### src/rtl/seq_bit_serializer.sv
// Parallel-in, serial-out word serializer with a one-word holding register.
// Emits one bit per clock, gapless across back-to-back words, idle level otherwise.
module seq_bit_serializer #(
  parameter int WIDTH     = 8,
  parameter bit MSB_FIRST = 1'b1,
  parameter bit IDLE_BIT  = 1'b0
) (
  input  logic             clk,
  input  logic             rst,
  input  logic [WIDTH-1:0] din,
  input  logic             din_valid,
  output logic             din_ready,
  output logic             dataout,
  output logic             bit_valid,
  output logic             frame_start,
  output logic             busy,
  output logic [15:0]      tx_count
);

  localparam int CW = $clog2(WIDTH);
  localparam logic [CW-1:0] LAST = CW'(WIDTH - 1);

  typedef enum logic {IDLE, SHIFT} state_t;

  state_t           state, state_nx;
  logic [WIDTH-1:0] sreg, sreg_nx;
  logic [WIDTH-1:0] hold, hold_nx;
  logic             hold_full, hold_full_nx;
  logic [CW-1:0]    cnt, cnt_nx;
  logic             dout_nx, bv_nx, fs_nx, tx_inc;
  logic             accept;

  // The bit on dataout always sits at the head end of sreg.
  function automatic logic head_bit(input logic [WIDTH-1:0] w);
    return MSB_FIRST ? w[WIDTH-1] : w[0];
  endfunction

  function automatic logic [WIDTH-1:0] advance(input logic [WIDTH-1:0] w);
    return MSB_FIRST ? (w << 1) : (w >> 1);
  endfunction

  assign din_ready = !hold_full && !rst;
  assign accept    = din_valid && din_ready;

  always_comb begin
    state_nx     = state;
    sreg_nx      = sreg;
    hold_nx      = hold;
    hold_full_nx = hold_full;
    cnt_nx       = cnt;
    bv_nx        = 1'b0;
    fs_nx        = 1'b0;
    tx_inc       = 1'b0;
    case (state)
      IDLE: begin
        if (accept) begin
          sreg_nx  = din;
          cnt_nx   = '0;
          state_nx = SHIFT;
          bv_nx    = 1'b1;
          fs_nx    = 1'b1;
        end
      end
      SHIFT: begin
        if (cnt == LAST) begin
          tx_inc = 1'b1;
          cnt_nx = '0;
          // A held word has priority; din_ready is low then, so no accept can collide.
          if (hold_full) begin
            sreg_nx      = hold;
            hold_full_nx = 1'b0;
            bv_nx        = 1'b1;
            fs_nx        = 1'b1;
          end else if (accept) begin
            sreg_nx = din;
            bv_nx   = 1'b1;
            fs_nx   = 1'b1;
          end else begin
            state_nx = IDLE;
          end
        end else begin
          sreg_nx = advance(sreg);
          cnt_nx  = cnt + CW'(1);
          bv_nx   = 1'b1;
          if (accept) begin
            hold_nx      = din;
            hold_full_nx = 1'b1;
          end
        end
      end
      default: state_nx = IDLE;
    endcase
    dout_nx = bv_nx ? head_bit(sreg_nx) : IDLE_BIT;
  end

  always_ff @(posedge clk) begin
    if (rst) begin
      state       <= IDLE;
      sreg        <= '0;
      hold        <= '0;
      hold_full   <= 1'b0;
      cnt         <= '0;
      dataout     <= IDLE_BIT;
      bit_valid   <= 1'b0;
      frame_start <= 1'b0;
      busy        <= 1'b0;
      tx_count    <= 16'h0000;
    end else begin
      state       <= state_nx;
      sreg        <= sreg_nx;
      hold        <= hold_nx;
      hold_full   <= hold_full_nx;
      cnt         <= cnt_nx;
      dataout     <= dout_nx;
      bit_valid   <= bv_nx;
      frame_start <= fs_nx;
      busy        <= (state_nx == SHIFT) || hold_full_nx;
      tx_count    <= tx_count + 16'(tx_inc);
    end
  end

endmodule

### config.mk
export PLATFORM = sky130hd
export DESIGN_NAME = seq_bit_serializer
export DESIGN_NICKNAME = d
export VERILOG_FILES = /design/src/rtl/seq_bit_serializer.sv
export SDC_FILE = /design/constraint.sdc
export NUM_CORES = 1
export LEC_CHECK = 0
export BUFFER_PORTS_ARGS = -buffer_cell sky130_fd_sc_hd__buf_2
export CAP_MARGIN = 20
export CORE_ASPECT_RATIO = 2
export CORE_MARGIN = 4
export CORE_UTILIZATION = 55
export DETAILED_ROUTE_END_ITERATION = 7
export PLACE_DENSITY_LB_ADDON = 0.1
export SYNTH_ARGS = -nofsm -noshare
export SYNTH_HDL_FRONTEND = slang
export SYNTH_SLANG_ARGS = --single-unit
export TNS_END_PERCENT = 30
### constraint.sdc
create_clock -name clk -period 4.3 [get_ports clk]
set_input_delay 0.215 -clock clk [delete_from_list [all_inputs] [get_ports clk]]
set_output_delay 0.215 -clock clk [all_outputs]
set_load 0.005 [all_outputs]
; Word level (Yosys, flattened, before mapping)
; Index checks and enable logic that the tools add are counted.
; Widths: inputs -> output; s select.
[word_totals]
out_inout_bits = 21
wordCells = 41
in_bits = 11
ff_bits = 40
[classes]
reduce_logical = 7
mux = 18
eq_ne = 2
addsub = 2
bitwise_logic = 3
[ops]
columns = op, count
row1 = $mux 8, 3
row2 = $add 16x1->16, 1
row3 = $pmux 8 s2, 1
row4 = $mux 1, 9
row5 = $mux 3, 2
row6 = $pmux 3 s2, 1
row7 = $pmux 1 s2, 2
row8 = $add 3x1->3 const B, 1
row9 = $eq 3x3->1 const B, 1
row10 = $not 1->1, 3
row11 = $reduce_and 3->1, 1
row12 = $logic_and 1x1->1, 2
row13 = $logic_not 1->1, 2
row14 = $ne 2x2->1 const B, 1
row15 = $reduce_or 2->1, 1
row16 = $logic_or 1x1->1, 1

; Depth between registers and ports, before layout
[depth]
ltp_word = 9
mapped_depth = 10
mapped_depth_nobuf = 8

; Worst setup path after synthesis
; Ideal clock, no wire load.
[synth_timing]
path_type = reg-to-reg
start = register cnt[0]
end = register tx_count[8]
stages_incl_launch_ff = 11
path_slack_ps = 2287
t_required_ps = 4172
setup_ps = 128
n_path_buf = 2
arrival_ps = 1885
synth_period_minus_slack_ps = 2013
cell_sequence = dfxtp_1 ha_1 ha_1 clkbuf_1 and2_1 ha_1 ha_1 clkbuf_1 nand4_1 xor2_1 nor2_1
[synth_between]
elab_chain_cells = 4
[synth_rtl]
columns = element, line
row1 = "start, declared", 29  ; logic [CW-1:0] cnt, cnt_nx;
row2 = "start signal, assigned", 113  ; cnt <= cnt_nx;
row3 = $eq 3x3->1, 65  ; if (cnt == LAST) begin
row4 = $mux 1, 65
row5 = $mux 1, 54  ; case (state)
row6 = $add 16x1->16, 118  ; tx_count <= tx_count + 16'(tx_inc);
row7 = "end signal, assigned", 118
row8 = "end, declared", 17  ; output logic [15:0] tx_count
; Every way passes these cells.
; A chain may end at the register's enable or synchronous reset.

; Worst setup path in the final report
[layout_timing]
start = register cnt[0]
end = register hold[2]
[layout_between]
elab_chain_cells = 3
[layout_rtl]
columns = element, line
row1 = $eq 3x3->1, 65
row2 = $not 1->1 (no line), n/a
row3 = $reduce_and 3->1 (no line), n/a
row4 = "end signal, assigned", 111  ; hold <= hold_nx;
row5 = "end, declared", 27  ; logic [WIDTH-1:0] hold, hold_nx;
; Every way passes these cells.

==> impl_metrics.json <==
{
  "status": "complete, no violations",
  "synth_edf_count": 0,
  "tightest_slew_ns": 0.726,
  "power.density_nw_per_um2": 375,
  "cp_cell_sequence": "ha_1 -> ha_1 -> nor2b_1 -> nand2_1 -> nand2_1 -> a21oi_1",
  "fin_skew_ns": 0.00354,
  "final_common_cell": "dfxtp_1",
  "setup_violations": 0,
  "clockBufferDepth": 2,
  "start_kind": "register",
  "critical-path-top-delay-family": "simple AND/OR/NAND/NOR gates",
  "io_pins": 32,
  "start_util_pct": 57.7,
  "synth_area_um2": 1720,
  "vias": 1499,
  "diodes": 0,
  "die_width_um": 47.5,
  "max_freq_ghz": 0.457,
  "rows": 28,
  "dieArea_um2": 4140,
  "avgSynthCellArea_um2": 8.60,
  "route.detailed.drc": 0,
  "first_iter_violations": 64,
  "core-area_um2": 2980,
  "synth_seq_area_share_pct": 45.4,
  "min_from": "din[7]",
  "ys_async_sr_fraction_pct": 0,
  "cts_root_buf": "clkbuf_8",
  "vias_per_cell": 5.86,
  "post-route-min-period_ns": 2.19,
  "port_buffers": 31,
  "gp_congestion": 0.826,
  "drv_cap": 0,
  "placed_area_um2": 1860,
  "r2r-start": "cnt[0]",
  "clock_tree.htree_level_count": 2,
  "wl_per_cell_um": 15.3,
  "crit_buf_inv": 0,
  "yosysWarnings": 0,
  "drive_gt1_share_pct": 19.0,
  "cts_resized": 0,
  "cts_sinks": 39,
  "p_total_mw": 0.745,
  "cts_buffers": 5,
  "tns_ns": 0,
  "rsz0062_at_grt": "false",
  "wl_um": 3920,
  "dieHeight_um": 87.1,
  "cts_hold_buf": 0,
  "yosysUniqueCellTypes": 31,
  "nNetsFinal": 241,
  "grt_pass1_vias": 1481,
  "cts_tree": "yes",
  "grt_max_degree": 37,
  "clk_pin_slew_ns": 0.07,
  "worstSetupPathType": "register to register",
  "crit_start": "cnt[0]",
  "dp_cells": 247,
  "critPathMaxFanout": 12,
  "clk_latency_ns": 0.29,
  "final_cell_area_um2": 1990,
  "cpMaxStageDelayCell": "nor2b_1",
  "grt_pass1_wl_um": 6580,
  "track_usage_pct": 21.7,
  "area_delta_synth_final_pct": 15.6,
  "syn_inst": 200,
  "critical_path_arrival_ns": 2.34,
  "final_cell_count_no_fill": 256,
  "period_share_pct": 50.9,
  "slowest_delay_ns": 0.62,
  "ys_ff_latch": 39,
  "hold_violations": 0,
  "ys.flop_type": "dfxtp_1",
  "syn_nets": 216,
  "cts_setup_buffers": 0,
  "dpl.hpwl_um": 2900,
  "ant_nets": 0,
  "final_cell_mix": "dfxtp_1, buf_2, a21oi_1",
  "p_leak_nw": 0.836,
  "maxSlewHeadroom_pct": 51.5,
  "worstPathRequired_ns": 4.45,
  "firstDrtPassIters": 4,
  "grt-ovfl-total": 0,
  "antenna_found_initial": 0,
  "worst_hold_path_type": "input pin to register",
  "end_kind": "register",
  "drv_slew": 0,
  "irDropWorstVdd_v": 0.000276
}
==> power by group <==
part / switching [mW] / total (mW) / internal, mW
Combinational: 0.0296 / 0.0503 / 0.0207
Clock: 0.127 / 0.314 / 0.188
Sequential: 0.00908 / 0.380 / 0.371
Total: 0.165 / 0.745 / 0.579
==> per-layer routing <==
layer,track usage [%],up-vias,part of all wire [%]
met2,39.1,41,57
met5,0,-,0
met4,9.07,0,2.3
met1,22.5,706,36
met3,4.76,8,4.2
li1,-,744,-
==> through the flow <==
stage	util (%)	worst slack, ns	hold slack (ns)
floorplan	-	2.29	0.362
global placement	62.4	2.09	0.437
detailed placement	62.4	2.01	0.444
CTS	66.3	2.09	0.180
global route	66.7	1.89	0.192
finish	66.7	2.11	0.183
==> synth_stat cells, types with 4 or more instances <==
cell / number / share of area [%]
a21oi_1: 21 / 6.1
and3_1: 7 / 2.5
clkbuf_1: 11 / 2.4
dfxtp_1: 39 / 45
ha_1: 5 / 3.6
inv_1: 4 / 0.87
mux2i_1: 6 / 3.5
nand2_1: 17 / 3.7
nand2b_1: 4 / 1.5
nand3_1: 16 / 4.7
nand4_1: 6 / 2.2
nor2_1: 17 / 3.7
o22ai_1: 6 / 2.2
xnor2_1: 4 / 2.0
xor2_1: 9 / 4.6
==> final cells by class <==
type | instances | area (µm²)
Inverter | 4 | 15.0
Tap cell | 30 | 37.5
Clock inverter | 2 | 35.0
Sequential cell | 39 | 781
Clock buffer | 6 | 82.6
Timing Repair Buffer | 32 | 166
Multi-Input combinational cell | 143 | 870
Fill cell | 262 | 991
==> state kept, by name, indices dropped and copies added (netlist names) <==
name,flops
busy,1
cnt,3
dataout,1
frame_start,1
hold,8
hold_full,1
sreg,7
state,1
tx_count,16
==> kinds of logic (layout without fill, tap and decap cells) <==
family                     Yosys count  in the layout  synth area share [%]
and+or+nand+nor                     84             84                  25.1
adders and majority gates            5              5                  3.64
DFF                                 39             39                  45.4
muxes                                6              6                  3.49
AOI/OAI and AO/OA                   35             35                  11.4
buffers and inverters               18             44                  4.29
xor gates and xnor gates            13             13                  6.62
==> tightest hold or removal path: stages <==
cell and delay [ns]:
buf_2 0.10, nand2_1 0.04, a21boi_0 0.06
==> worst paths after layout <==
| path | slack (ns) | depth (start not counted) | end |
|---|---|---|---|
| max reg2reg | 2.11 | 6 | hold[2] |
| max | 2.11 | 6 | hold[2] |
| min | 0.18 | 3 | dataout |
| min reg2reg | 0.45 | 2 | hold[4] |
No activity file was read; power rests on OpenSTA's default activity.
